<file path="src/rtl/cpuy_fetch_seq_pkg.sv">
// Shared types and constants for the cpuy fetch sequencer.
package cpuy_pkg;

  typedef enum logic [1:0] {
    FETCH_OP   = 2'd0,
    FETCH_OPND = 2'd1,
    ISSUE      = 2'd2,
    IRQ_ENTRY  = 2'd3
  } state_e;

  // The operand count lives in the top OPCNT_W bits of the opcode byte.
  localparam int OPCNT_W = 2;

  localparam logic [11:0] DEF_RESET_VECTOR  = 12'h000;
  localparam logic [11:0] DEF_VECTOR_BASE   = 12'h010;
  localparam logic [11:0] DEF_VECTOR_STRIDE = 12'h010;

endpackage

</file>
<file path="src/rtl/cpuy_fetch_seq_if.sv">
// ROM bus and execute-stage handshake between the fetch sequencer and its neighbours.
interface cpuy_fetch_seq_if #(
  parameter int ADDR_W       = 12,
  parameter int DATA_W       = 8,
  parameter int MAX_OPERANDS = 3
);
  logic [ADDR_W-1:0]              addr_bus;
  logic [DATA_W-1:0]              data_bus;
  logic                           instr_valid;
  logic                           instr_ready;
  logic [DATA_W-1:0]              opcode;
  logic [MAX_OPERANDS*DATA_W-1:0] operands;
  logic [1:0]                     operand_count;
  logic                           branch_valid;
  logic [ADDR_W-1:0]              branch_target;
  logic                           irq_done;

  modport master (
    output addr_bus, instr_valid, opcode, operands, operand_count,
    input  data_bus, instr_ready, branch_valid, branch_target, irq_done
  );

  modport slave (
    input  addr_bus, instr_valid, opcode, operands, operand_count,
    output data_bus, instr_ready, branch_valid, branch_target, irq_done
  );
endinterface

</file>
<file path="src/rtl/cpuy_irq_arbiter.sv">
// Combinational lowest-index-wins priority encoder over the interrupt channels.
module cpuy_irq_arbiter
  import cpuy_pkg::*;
#(
  parameter int NUM_IRQ = 3,
  parameter int IDX_W   = (NUM_IRQ > 1) ? $clog2(NUM_IRQ) : 1
) (
  input  logic [NUM_IRQ-1:0] req,
  output logic               vld,
  output logic [IDX_W-1:0]   idx,
  output logic [NUM_IRQ-1:0] grant
);

  // Scan downwards so the lowest set bit is the last (winning) assignment.
  always_comb begin
    vld   = 1'b0;
    idx   = '0;
    grant = '0;
    for (int i = NUM_IRQ - 1; i >= 0; i--) begin
      if (req[i]) begin
        vld      = 1'b1;
        idx      = IDX_W'(i);
        grant    = '0;
        grant[i] = 1'b1;
      end
    end
  end

endmodule

</file>
<file path="src/rtl/cpuy_fetch_seq.sv">
// Instruction-fetch sequencer: owns the pc, gathers opcode plus operand bytes
// from ROM, issues them over valid/ready, and handles vectored interrupt entry.
module cpuy_fetch_seq
  import cpuy_pkg::*;
#(
  parameter int              ADDR_W        = 12,
  parameter int              DATA_W        = 8,
  parameter int              MAX_OPERANDS  = 3,
  parameter int              NUM_IRQ       = 3,
  parameter logic [ADDR_W-1:0] RESET_VECTOR  = ADDR_W'(DEF_RESET_VECTOR),
  parameter logic [ADDR_W-1:0] VECTOR_BASE   = ADDR_W'(DEF_VECTOR_BASE),
  parameter logic [ADDR_W-1:0] VECTOR_STRIDE = ADDR_W'(DEF_VECTOR_STRIDE)
) (
  input  logic               clk,
  input  logic               rst,
  input  logic               stall,
  input  logic [NUM_IRQ-1:0] irq_req,
  input  logic [NUM_IRQ-1:0] irq_en,
  input  logic               gie,
  output logic [NUM_IRQ-1:0] irq_ack,
  output logic               irq_active,
  output logic [ADDR_W-1:0]  ret_pc,
  cpuy_fetch_seq_if.master   bus
);

  localparam int         IRQ_IDX_W = (NUM_IRQ > 1) ? $clog2(NUM_IRQ) : 1;
  localparam logic [1:0] MAX_CNT   = 2'(MAX_OPERANDS);

  state_e                                state_q, state_d;
  logic [ADDR_W-1:0]                     pc_q, pc_d;
  logic [DATA_W-1:0]                     opcode_q, opcode_d;
  logic [MAX_OPERANDS-1:0][DATA_W-1:0]   operands_q, operands_d;
  logic [1:0]                            cnt_q, cnt_d;
  logic [1:0]                            idx_q, idx_d;
  logic [ADDR_W-1:0]                     ret_pc_q, ret_pc_d;
  logic [NUM_IRQ-1:0]                    irq_ack_q, irq_ack_d;
  logic                                  irq_active_q, irq_active_d;
  logic                                  instr_valid_q, instr_valid_d;

  logic                 arb_vld;
  logic [IRQ_IDX_W-1:0] arb_idx;
  logic [NUM_IRQ-1:0]   arb_grant;
  logic                 pending;
  logic [OPCNT_W-1:0]   cnt_field;
  logic [1:0]           fetch_cnt;
  logic [ADDR_W-1:0]    irq_vector;

  cpuy_irq_arbiter #(
    .NUM_IRQ (NUM_IRQ),
    .IDX_W   (IRQ_IDX_W)
  ) u_arb (
    .req   (irq_req & irq_en),
    .vld   (arb_vld),
    .idx   (arb_idx),
    .grant (arb_grant)
  );

  assign pending    = gie & arb_vld & ~irq_active_q;
  assign cnt_field  = bus.data_bus[DATA_W-1 -: OPCNT_W];
  assign fetch_cnt  = (cnt_field > MAX_CNT) ? MAX_CNT : cnt_field;
  assign irq_vector = VECTOR_BASE + ADDR_W'(arb_idx) * VECTOR_STRIDE;

  always_comb begin
    state_d       = state_q;
    pc_d          = pc_q;
    opcode_d      = opcode_q;
    operands_d    = operands_q;
    cnt_d         = cnt_q;
    idx_d         = idx_q;
    ret_pc_d      = ret_pc_q;
    irq_ack_d     = '0;
    irq_active_d  = irq_active_q;
    instr_valid_d = instr_valid_q;

    case (state_q)
      FETCH_OP: begin
        if (!stall) begin
          // An interrupt leaves the opcode byte unconsumed so it is refetched on return.
          if (pending) begin
            state_d = IRQ_ENTRY;
          end else begin
            opcode_d = bus.data_bus;
            pc_d     = pc_q + ADDR_W'(1);
            cnt_d    = fetch_cnt;
            idx_d    = 2'd0;
            if (fetch_cnt == 2'd0) begin
              state_d       = ISSUE;
              instr_valid_d = 1'b1;
            end else begin
              state_d = FETCH_OPND;
            end
          end
        end
      end

      FETCH_OPND: begin
        if (!stall) begin
          for (int k = 0; k < MAX_OPERANDS; k++) begin
            if (idx_q == 2'(k)) operands_d[k] = bus.data_bus;
          end
          pc_d  = pc_q + ADDR_W'(1);
          idx_d = idx_q + 2'd1;
          if (idx_q == cnt_q - 2'd1) begin
            state_d       = ISSUE;
            instr_valid_d = 1'b1;
          end
        end
      end

      ISSUE: begin
        if (bus.instr_ready) begin
          instr_valid_d = 1'b0;
          state_d       = FETCH_OP;
          if (bus.irq_done) begin
            pc_d         = ret_pc_q;
            irq_active_d = 1'b0;
          end else if (bus.branch_valid) begin
            pc_d = bus.branch_target;
          end
        end
      end

      IRQ_ENTRY: begin
        state_d = FETCH_OP;
        if (arb_vld) begin
          ret_pc_d     = pc_q;
          pc_d         = irq_vector;
          irq_ack_d    = arb_grant;
          irq_active_d = 1'b1;
        end
      end

      default: state_d = FETCH_OP;
    endcase
  end

  always_ff @(posedge clk) begin
    if (rst) begin
      state_q       <= FETCH_OP;
      pc_q          <= RESET_VECTOR;
      opcode_q      <= '0;
      operands_q    <= '0;
      cnt_q         <= '0;
      idx_q         <= '0;
      ret_pc_q      <= '0;
      irq_ack_q     <= '0;
      irq_active_q  <= 1'b0;
      instr_valid_q <= 1'b0;
    end else begin
      state_q       <= state_d;
      pc_q          <= pc_d;
      opcode_q      <= opcode_d;
      operands_q    <= operands_d;
      cnt_q         <= cnt_d;
      idx_q         <= idx_d;
      ret_pc_q      <= ret_pc_d;
      irq_ack_q     <= irq_ack_d;
      irq_active_q  <= irq_active_d;
      instr_valid_q <= instr_valid_d;
    end
  end

  assign bus.addr_bus      = pc_q;
  assign bus.instr_valid   = instr_valid_q;
  assign bus.opcode        = opcode_q;
  assign bus.operands      = operands_q;
  assign bus.operand_count = cnt_q;
  assign irq_ack           = irq_ack_q;
  assign irq_active        = irq_active_q;
  assign ret_pc            = ret_pc_q;

endmodule

</file>
<file path="src/flat_wrapper.sv">
// flat-port wrapper written by rule: the top's interface ports become plain ports
module cpuy_fetch_seq_flat import cpuy_pkg::*;
#(
  parameter int              ADDR_W        = 12,
  parameter int              DATA_W        = 8,
  parameter int              MAX_OPERANDS  = 3,
  parameter int              NUM_IRQ       = 3,
  parameter logic [ADDR_W-1:0] RESET_VECTOR  = ADDR_W'(DEF_RESET_VECTOR),
  parameter logic [ADDR_W-1:0] VECTOR_BASE   = ADDR_W'(DEF_VECTOR_BASE),
  parameter logic [ADDR_W-1:0] VECTOR_STRIDE = ADDR_W'(DEF_VECTOR_STRIDE)
)
  (clk, rst, stall, irq_req, irq_en, gie, irq_ack, irq_active, ret_pc, bus_addr_bus, bus_instr_valid, bus_opcode, bus_operands, bus_operand_count, bus_data_bus, bus_instr_ready, bus_branch_valid, bus_branch_target, bus_irq_done);
  cpuy_fetch_seq_if #(.ADDR_W(ADDR_W), .DATA_W(DATA_W), .MAX_OPERANDS(MAX_OPERANDS)) bus_i ();
  input  logic clk;
  input  logic rst;
  input  logic stall;
  input  logic [NUM_IRQ-1:0] irq_req;
  input  logic [NUM_IRQ-1:0] irq_en;
  input  logic gie;
  output logic [NUM_IRQ-1:0] irq_ack;
  output logic irq_active;
  output logic [ADDR_W-1:0] ret_pc;
  output wire logic [$bits(bus_i.addr_bus)-1:0] bus_addr_bus;
  output wire logic [$bits(bus_i.instr_valid)-1:0] bus_instr_valid;
  output wire logic [$bits(bus_i.opcode)-1:0] bus_opcode;
  output wire logic [$bits(bus_i.operands)-1:0] bus_operands;
  output wire logic [$bits(bus_i.operand_count)-1:0] bus_operand_count;
  input wire logic [$bits(bus_i.data_bus)-1:0] bus_data_bus;
  input wire logic [$bits(bus_i.instr_ready)-1:0] bus_instr_ready;
  input wire logic [$bits(bus_i.branch_valid)-1:0] bus_branch_valid;
  input wire logic [$bits(bus_i.branch_target)-1:0] bus_branch_target;
  input wire logic [$bits(bus_i.irq_done)-1:0] bus_irq_done;
  assign bus_addr_bus = bus_i.addr_bus;
  assign bus_instr_valid = bus_i.instr_valid;
  assign bus_opcode = bus_i.opcode;
  assign bus_operands = bus_i.operands;
  assign bus_operand_count = bus_i.operand_count;
  assign bus_i.data_bus = bus_data_bus;
  assign bus_i.instr_ready = bus_instr_ready;
  assign bus_i.branch_valid = bus_branch_valid;
  assign bus_i.branch_target = bus_branch_target;
  assign bus_i.irq_done = bus_irq_done;
  cpuy_fetch_seq #(.ADDR_W(ADDR_W), .DATA_W(DATA_W), .MAX_OPERANDS(MAX_OPERANDS), .NUM_IRQ(NUM_IRQ), .RESET_VECTOR(RESET_VECTOR), .VECTOR_BASE(VECTOR_BASE), .VECTOR_STRIDE(VECTOR_STRIDE)) u_core (.clk(clk), .rst(rst), .stall(stall), .irq_req(irq_req), .irq_en(irq_en), .gie(gie), .irq_ack(irq_ack), .irq_active(irq_active), .ret_pc(ret_pc), .bus(bus_i));
endmodule
</file>
<file path="config.mk">
export PLATFORM = sky130hd
export DESIGN_NAME = cpuy_fetch_seq_flat
export DESIGN_NICKNAME = d
export VERILOG_FILES = /design/src/rtl/cpuy_fetch_seq_pkg.sv /design/src/rtl/cpuy_fetch_seq_if.sv /design/src/rtl/cpuy_irq_arbiter.sv /design/src/rtl/cpuy_fetch_seq.sv /design/src/flat_wrapper.sv
export SDC_FILE = /design/constraint.sdc
export NUM_CORES = 1
export LEC_CHECK = 0
export BUFFER_PORTS_ARGS = -buffer_cell sky130_fd_sc_hd__buf_4
export CORE_MARGIN = 4
export CORE_UTILIZATION = 49
export DETAILED_ROUTE_END_ITERATION = 16
export GPL_TIMING_DRIVEN = 0
export PLACE_DENSITY = 0.77
export SYNTH_ARGS = -nofsm -noshare
export SYNTH_HDL_FRONTEND = slang
export SYNTH_SLANG_ARGS = --single-unit
</file>
<file path="constraint.sdc">
create_clock -name clk -period 1.7 [get_ports clk]
set_input_delay 0.17 -clock clk [delete_from_list [all_inputs] [get_ports clk]]
set_output_delay 0.17 -clock clk [all_outputs]
set_load 0.05 [all_outputs]
</file>
* Yosys cells after proc, flatten, opt, wreduce, memory -nomap -nowiden
Index checks and enable logic that the tools add are counted.
** Operators by class
- $lt $le $gt $ge :: 1
- Muxes and demuxes :: 40
- Div/mod/pow operators :: 0
- Bitwise gates (word level) :: 8
- Reductions and logical operators :: 19
- Shifts and indexed selects :: 0
- Multiply operators :: 0
- Equal/unequal tests :: 15
- $add $sub $neg :: 4
** Operator list (number)
- $mux W12 :: 7
- $pmux W12 S4 :: 1
- $mux W2 :: 14
- $mux W1 :: 13
- $add A12 B1 Y12 const B :: 1
- $reduce_and A3 Y1 :: 4
- $reduce_and A4 Y1 :: 3
- $ne A2 B2 Y1 const B :: 5
- $pmux W2 S4 :: 1
- $add A5 B6 Y7 const A :: 1
- $reduce_and A7 Y1 :: 1
- $eq A2 B2 Y1 const B :: 3
- $logic_not A2 Y1 :: 3
- $ne A2 B1 Y1 const B :: 3
- $reduce_and A6 Y1 :: 1
- $not A1 Y1 :: 5
- $reduce_or A5 Y1 :: 1
- $eq A2 B1 Y1 const B :: 2
- $pmux W2 S2 :: 1
- $reduce_bool A2 Y1 :: 2
- $reduce_or A4 Y1 :: 1
- $and A3 B3 Y3 :: 1
- $mux W3 :: 1
- $ne A3 B3 Y1 const B :: 1
- 10 further kinds :: 11
** Storage, ports and cells
- Bits in latches :: 0
- Memory bits (writable) :: 0
- ROM bits :: 0
- Output and inout bits :: 63
- Word-level logic and storage cells :: 101
- Input bits :: 33
- Flip-flop bits (word level) :: 67
- Memories :: 0

* Longest topological paths before layout
Gate-level depths: netlist of run 1.
- Depth after elaboration :: 9
- Mapped depth :: 7
- Gate-level depth less buffers :: 7

* Modules after synthesis
Synthesis of run 1 repeated with hierarchy kept, for this count alone.
** Second synthesis, totals
- Cells, all modules :: 383
- Area total of the unflattened synthesis :: 3166.8 um2
** By module, submodules not included
- cpuy_fetch_seq :: instances 1, cells an instance 377, area an instance 3124.2 um2, sequential area each 1301.2 um2
- cpuy_irq_arbiter :: instances 1, cells an instance 6, area an instance 42.5 um2, sequential area each 0.0 um2

* Worst setup path after synthesis of run 1
Ideal clock, no wire load.
- Path kind :: reg2reg
- Start :: register u_core.pc_q[0] (netlist: u_core.bus.addr_bus[0])
- End :: register u_core.pc_q[10] (netlist: u_core.bus.addr_bus[10])
- Slack :: -0.184 ns
- Cell stages (with the launch flop) :: 6
- Arrival :: 1.791 ns
- Library setup time :: 0.092 ns
- Required time :: 1.608 ns
- Path buffers :: 0
- Period minus slack after synthesis :: 1.884 ns
- Path through :: dfxtp_1 > ha_1 > and3_1 > nand3_1 > o32a_1 > o32ai_1
** On the way
- Word-level cells in the longest chain between the ends :: 4
- Elaborated cells between the ends (all ways) :: 5
- Those cells by class :: add/sub: 1; mux: 4
** RTL lines
- from (decl) :: line cpuy_fetch_seq.sv:30 : logic [ADDR_W-1:0] pc_q, pc_d;
- from (signal assigned) :: line cpuy_fetch_seq.sv:151 : pc_q <= pc_d;
- $add A12 B1 Y12 * :: line cpuy_fetch_seq.sv:83, cpuy_fetch_seq.sv:101
- $mux W12 :: line cpuy_fetch_seq.sv:79 : if (pending) begin
- $mux W12 :: line cpuy_fetch_seq.sv:77 : if (!stall) begin
- $pmux W12 S4 * :: line cpuy_fetch_seq.sv:75 : case (state_q)
Every way passes the cells marked *; elsewhere a longest branch is shown, timed or not. The select of a mux whose other input is x is not followed.
A chain may end at the register's enable or synchronous reset.

* Final worst setup path of run 1
- Start :: register u_core.state_q[1]
- End :: register u_core.pc_q[9] (netlist: u_core.bus.addr_bus[9])
** On the way
- Word-level cells in the longest chain between the ends :: 3
- Elaborated cells between the ends (all ways) :: 12
- Those cells by class :: eq/ne: 9; mux: 1; reduce/logical: 2
** RTL lines
- from (decl) :: line cpuy_fetch_seq.sv:29 : state_e state_q, state_d;
- from (signal assigned) :: line cpuy_fetch_seq.sv:150 : state_q <= state_d;
- $eq A2 B2 Y1, or another cell as far along :: line cpuy_fetch_seq.sv:75
- $ne A3 B3 Y1 (no line), or another cell as far along
- $reduce_and A6 Y1 (no line)
Parallel ways exist; a longest one is shown, timed or not.

==> results of run 1 <==
stage by stage:
step           total power [mW]  setup TNS (ns)
2_1_floorplan              2.47               0
3_3_place_gp               2.81          -0.301
3_5_place_dp               2.83          -0.759
4_1_cts                    4.50               0
5_1_grt                    4.74         -0.0775
6_report                   4.59               0
what timing repair did:
action	CTS	global route
pin swaps	0	0
resized for setup	8	16
endpoints found under the setup margin	22	23
state kept, by name, indices dropped and copies added, names as in the netlist:
name                      count
u_core.bus.addr_bus          12
u_core.bus.instr_valid        1
u_core.bus.opcode             7
u_core.bus.operand_count      1
u_core.bus.operands          24
u_core.idx_q                  2
u_core.irq_ack                3
u_core.irq_active             1
u_core.ret_pc                12
u_core.state_q                2
worst max-delay path, cell delays in order, from the launching register on:
cell and delay (ns):
dfxtp_2 0.36, or2_1 0.29, a32o_1 0.27, buf_4 0.18, a2111oi_4 0.33, a2111oi_2 0.09
per-layer routing:
layer	up-vias	GRT usage [%]	part of all wire [%]
met4	0	9.62	1.8
met5	-	0	0
met2	185	41.1	46
met3	20	7.81	10
met1	1596	36.8	42
li1	1565	-	-
synthesized netlist by cell type (5+ instances only):
cell / count / share of area [%]
o21ai_0: 8 / 1.3
dfxtp_1: 65 / 42
a31oi_1: 6 / 1.2
o32ai_1: 10 / 2.8
a211oi_1: 10 / 2.4
nand2b_1: 5 / 1.0
and2_1: 6 / 1.2
ha_1: 5 / 2.0
nand3_1: 7 / 1.1
clkbuf_1: 13 / 1.6
nor3_1: 5 / 0.81
buf_2: 10 / 1.6
inv_1: 9 / 1.1
mux2i_1: 20 / 6.4
nand2_1: 92 / 11
a21oi_1: 42 / 6.8
nor2_1: 19 / 2.3
cells by family (layout without fill, tap and decap cells):
kind of cell	Yosys count	after routing	synth area share, %
compound gates	106	106	23.6
xor+xnor	1	1	0.282
fa+ha+maj	5	5	2.01
buf+inv	37	145	5.35
flops	65	65	41.9
mux	20	20	6.44
simple gates	146	146	20.5
power groups by stage:
stage	registers, mW	clock network (mW)	logic [mW]
2_1_floorplan	1.92	0	0.555
3_3_place_gp	1.72	0	1.09
3_5_place_dp	1.72	0	1.11
4_1_cts	1.69	1.67	1.14
5_1_grt	1.71	1.74	1.29
6_report	1.70	1.68	1.21
how the worst min path moves through the flow:
| stage | slack [ns] | end | cells past startpoint |
|---|---|---|---|
| global placement | 0.42 | u_core.state_q[1] | 2 |
| finish | 0.05 | u_core.state_q[1] | 2 |
| CTS | 0.05 | u_core.state_q[1] | 2 |
| detailed placement | 0.43 | u_core.state_q[1] | 2 |
| floorplan | 0.29 | u_core.state_q[1] | 1 |
| global route | 0.06 | u_core.state_q[1] | 2 |
area by class of cell:
cell class                 count  area [µm²]
inverter                       9        33.8
clock inverter                 7         124
multi-input combinational    278        1720
timing repair buffer          93         698
tap                           75        93.8
sequential                    65        1310
fill                         502        1770
buffer                        27         145
clock buffer                   9         124
==> results.json, run 1 <==
{
  "pwr_density_cell_mw_per_mm2": 1080,
  "grt_usage_pct": 27.1,
  "port_buffers": 93,
  "setup_viol": 0,
  "rsz0062_at_grt": "true",
  "grt_pass1_wl_mm": 16.2,
  "synth.distinct_cells": 47,
  "place_congestion": 0.908,
  "timing.rr.end": "u_core.bus.addr_bus[9]",
  "combPwrFrac_pct": 26.5,
  "finalHoldWorstSlack_ns": 0.0547,
  "clock_sinks": 65,
  "yosysSeqAreaShare_pct": 41.9,
  "dr.pass1.iters": 6,
  "post-route-util_pct": 70.6,
  "end_kind": "register",
  "ys_async_sr_fraction_pct": 0,
  "p_int_mw": 3.02,
  "clk_pin_slew_ns": 0.08,
  "r2r_slack_ns": 0.04,
  "core_area_mm2": 0.00603,
  "ctsHoldBuffers": 0,
  "vdd_drop_max_mv": 0.660,
  "status": "finished, final reports clean",
  "setup.worst_path.start_class": "register",
  "initial_utilization_pct": 51.6,
  "layout_common_cells": "buf_4 (98), nand2_1 (92), dfxtp_1 (60)",
  "finalCriticalPeriod_ns": 1.66,
  "syn-cell-area_mm2": 0.00311,
  "fin_crit_sh_pct": 97.6,
  "swShare_pct": 34.3,
  "die_area_mm2": 0.00768,
  "synth_edf_count": 0,
  "viasPerCell": 5.98,
  "worstSetupEndpoint": "u_core.bus.addr_bus[9]",
  "cts_tree": "done",
  "fin_area_mm2": 0.00425,
  "drv_cap": 0,
  "routed_wl_mm": 10.2,
  "path_class": "reg -> reg",
  "power_leakage_nw": 1.73,
  "nets": 521,
  "die_w_um": 87.6,
  "cts_buffer_depth": 2,
  "layout-drive-gt1-share_pct": 30.1,
  "post-place-ws_ns": -0.0850,
  "finClkSkew_ns": 0.00636,
  "ios": 96,
  "cp_data_arrival_time_ns": 1.88,
  "hold_violations": 0,
  "min_from": "bus_instr_ready",
  "area_growth_pct": 36.8,
  "ys_ff_latch": 65,
  "r2r_cells": 5,
  "synth_nets": 418,
  "drc": 0,
  "clock.fmax_mhz": 603,
  "clkPwrFrac_pct": 36.5,
  "dr.first_iter.drc_count": 328,
  "clock_latency_ns": 0.35,
  "numCtsBuffers": 9,
  "num_antenna_cells": 0,
  "timing.rr.start": "u_core.state_q[1]",
  "hpwl_mm": 7.23,
  "grt_start_max_net_pins": 14,
  "wl_per_cell_um": 18.2,
  "crit_start": "u_core.state_q[1]",
  "placementRows": 28,
  "yosys_warnings": 0,
  "power_switching_mw": 1.57,
  "ant_nets": 0,
  "synthCells": 380,
  "tightest_slew_ns": 0.623,
  "placedCellCount": 548,
  "fin_ws_ns": 0.0405,
  "h-tree-depth": 3,
  "critPathMaxFanout": 10,
  "post-cts-setup-buffers": 0,
  "grt-ovfl-total": 0,
  "stdcell_count": 563,
  "hp-class": "in -> reg",
  "num_vias": 3366,
  "seqPwrFrac_pct": 37.0,
  "grt_pass1_vias": 3242,
  "max_slew_margin_pct": 58.5,
  "ys.flop_type": "dfxtp_1",
  "cp.required_ns": 1.92,
  "slew_violations": 0,
  "final_common_cell": "buf_4",
  "postSynthAreaPerCell_um2": 8.18,
  "cts-root-buf": "clkbuf_8",
  "detailed_place.area_mm2": 0.00391,
  "die_h_um": 87.6,
  "antenna_found_initial": 0
}
No activity file was read; power rests on OpenSTA's default activity.
==> inputs of run 2 (changes only) <==
- clock period: 1.7 -> 1.75 ns (I/O delays scaled with it)
==> run 2 against run 1 <==
Net effect:
- maximum frequency decreased by 2.7%
- critical path type unchanged
- non-clock buffer count is 1 higher
- sequential share of layout area up 0.68 points
- core utilization fell by 1.7 points
- cell count increased by 0.18%
- sequential power down 4%
- clock skew hardly changed
- largest power group unchanged
- final area decreased by 2.4%
- worst hold slack got worse by 0.0042 ns
- wire length decreased by 3.2%
- clock-buffer cell count unchanged
- critical path depth stayed put
==> results.json, run 2 (same netlist as run 1, synthesis figures left out) <==
{
  "grt_pass1_vias": 3185,
  "hold_violations": 0,
  "port_buffers": 93,
  "finalHoldWorstSlack_ns": 0.0505,
  "grt_pass1_wl_mm": 16.0,
  "placementRows": 28,
  "path_cells": "or2_1, a32o_1, buf_4, a2111oi_2, a2111oi_2",
  "grt-ovfl-total": 0,
  "ant_nets": 0,
  "timing.rr.end": "u_core.bus.addr_bus[9]",
  "path_class": "reg -> reg",
  "place_congestion": 0.937,
  "h-tree-depth": 3,
  "tightest_slew_ns": 0.631,
  "finClkSkew_ns": 0.00679,
  "cp_data_arrival_time_ns": 1.93,
  "drc": 0,
  "drv_cap": 0,
  "fin_area_mm2": 0.00415,
  "layout_common_cells": "buf_4 (97), nand2_1 (92), dfxtp_1 (61)",
  "slowest_delay_ns": 0.39,
  "routed_wl_mm": 9.90,
  "numCtsBuffers": 9,
  "critical_path.top_delay_family": "compound AO/OA/AOI/OAI gates",
  "tns_ns": 0,
  "ios": 96,
  "grt_usage_pct": 26.9,
  "cts_buffer_depth": 2,
  "clk_pin_slew_ns": 0.08,
  "grt_start_max_net_pins": 15,
  "holdPathEnd": "u_core.state_q[1]",
  "r2r_slack_ns": 0.04,
  "nets": 522,
  "wl_met1_mm": 4.30,
  "largest_reg_flops": 24,
  "fin_ws_ns": 0.0445,
  "core_area_mm2": 0.00603,
  "cts-root-buf": "clkbuf_8",
  "detailed_place.area_mm2": 0.00390,
  "hpwl_mm": 7.16,
  "routed.top_layer": "met4",
  "area_growth_pct": 33.5,
  "cp.required_ns": 1.97,
  "num_antenna_cells": 0,
  "max_slew_margin_pct": 57.9,
  "die_area_mm2": 0.00768,
  "crit_top_cell": "a2111oi_2",
  "wl_per_cell_um": 17.6,
  "min_path_cells": 2,
  "vdd_drop_max_mv": 0.876,
  "critPathMaxFanout": 10,
  "power_leakage_nw": 1.71,
  "hp-class": "in -> reg",
  "clock_latency_ns": 0.36,
  "end_kind": "register",
  "pwr_density_cell_mw_per_mm2": 1000,
  "layout-drive-gt1-share_pct": 29.2,
  "r2r_cells": 5,
  "die_w_um": 87.6,
  "fin_crit_sh_pct": 97.5,
  "wl_met2_mm": 4.56,
  "num_vias": 3306,
  "timing.rr.start": "u_core.state_q[1]",
  "placedCellCount": 548,
  "min_from": "bus_instr_ready",
  "critPathSlowestCell": "a2111oi_2",
  "stdcell_count": 564,
  "setup.worst_path.start_class": "register",
  "cts_tree": "done",
  "critPathBufInv": 1,
  "status": "finished, final reports clean",
  "initial_utilization_pct": 51.6,
  "dr.first_iter.drc_count": 272,
  "rsz0062_at_grt": "false",
  "antenna_found_initial": 0,
  "slew_violations": 0,
  "dr.pass1.iters": 5,
  "post-place-ws_ns": -0.0686,
  "die_h_um": 87.6,
  "p_total_mw": 4.15,
  "viasPerCell": 5.86,
  "finalCriticalPeriod_ns": 1.71,
  "post-route-util_pct": 68.8,
  "clock.fmax_mhz": 586,
  "clock_sinks": 65,
  "setup_viol": 0,
  "route.met3.wl_um": 865,
  "final_common_cell": "buf_4"
}
[run 2: changes by cell type in the layout (fill, tap and decap cells not counted), sizes merged]
cell / before / now
buf: 105 / 107
bufinv: 3 / 1
clkbuf: 24 / 23
clkinv: 0 / 2
clkinvlp: 1 / 0
inv: 12 / 13
[run 2: worst max-delay path by stage]
stage	start	endpoint	slack (ns)	cells after the start
2_1_floorplan	u_core.bus.addr_bus[3]	u_core.bus.addr_bus[9]	0.02	5
3_3_place_gp	u_core.state_q[0]	u_core.bus.addr_bus[0]	-0.06	6
3_5_place_dp	u_core.state_q[0]	u_core.bus.addr_bus[0]	-0.07	6
4_1_cts	u_core.state_q[1]	u_core.bus.addr_bus[2]	0.006	5
5_1_grt	u_core.state_q[1]	u_core.bus.addr_bus[9]	0.0004	5
6_report	u_core.state_q[1]	u_core.bus.addr_bus[9]	0.04	5
[run 2: power breakdown]
group	switching, mW	internal [mW]
clock network	0.698	0.688
registers	0.0863	1.56
logic	0.741	0.385
[run 2: cell type report]
type                            instances  area [µm²]
Clock buffer                            9         124
Fill cell                             498        1880
Clock inverter                          7        85.1
Buffer                                 28         139
Multi-Input combinational cell        278        1670
Sequential cell                        65        1310
Inverter                                9        33.8
Tap cell                               75        93.8
Timing Repair Buffer                   93         698
[run 2: per-layer routing]
| metal | GRT usage, % | vias up |
|---|---|---|
| met5 | 0 | - |
| met4 | 10.3 | 0 |
| met3 | 5.83 | 21 |
| met2 | 40.1 | 154 |
| met1 | 37.9 | 1565 |
| li1 | - | 1566 |
[run 2: repair_timing]
action,in CTS,in global routing
endpoints found under the setup margin,9,24
pin swaps,0,0
gates resized for setup,4,8
hold buffers,0,0
buffers inserted,0,0
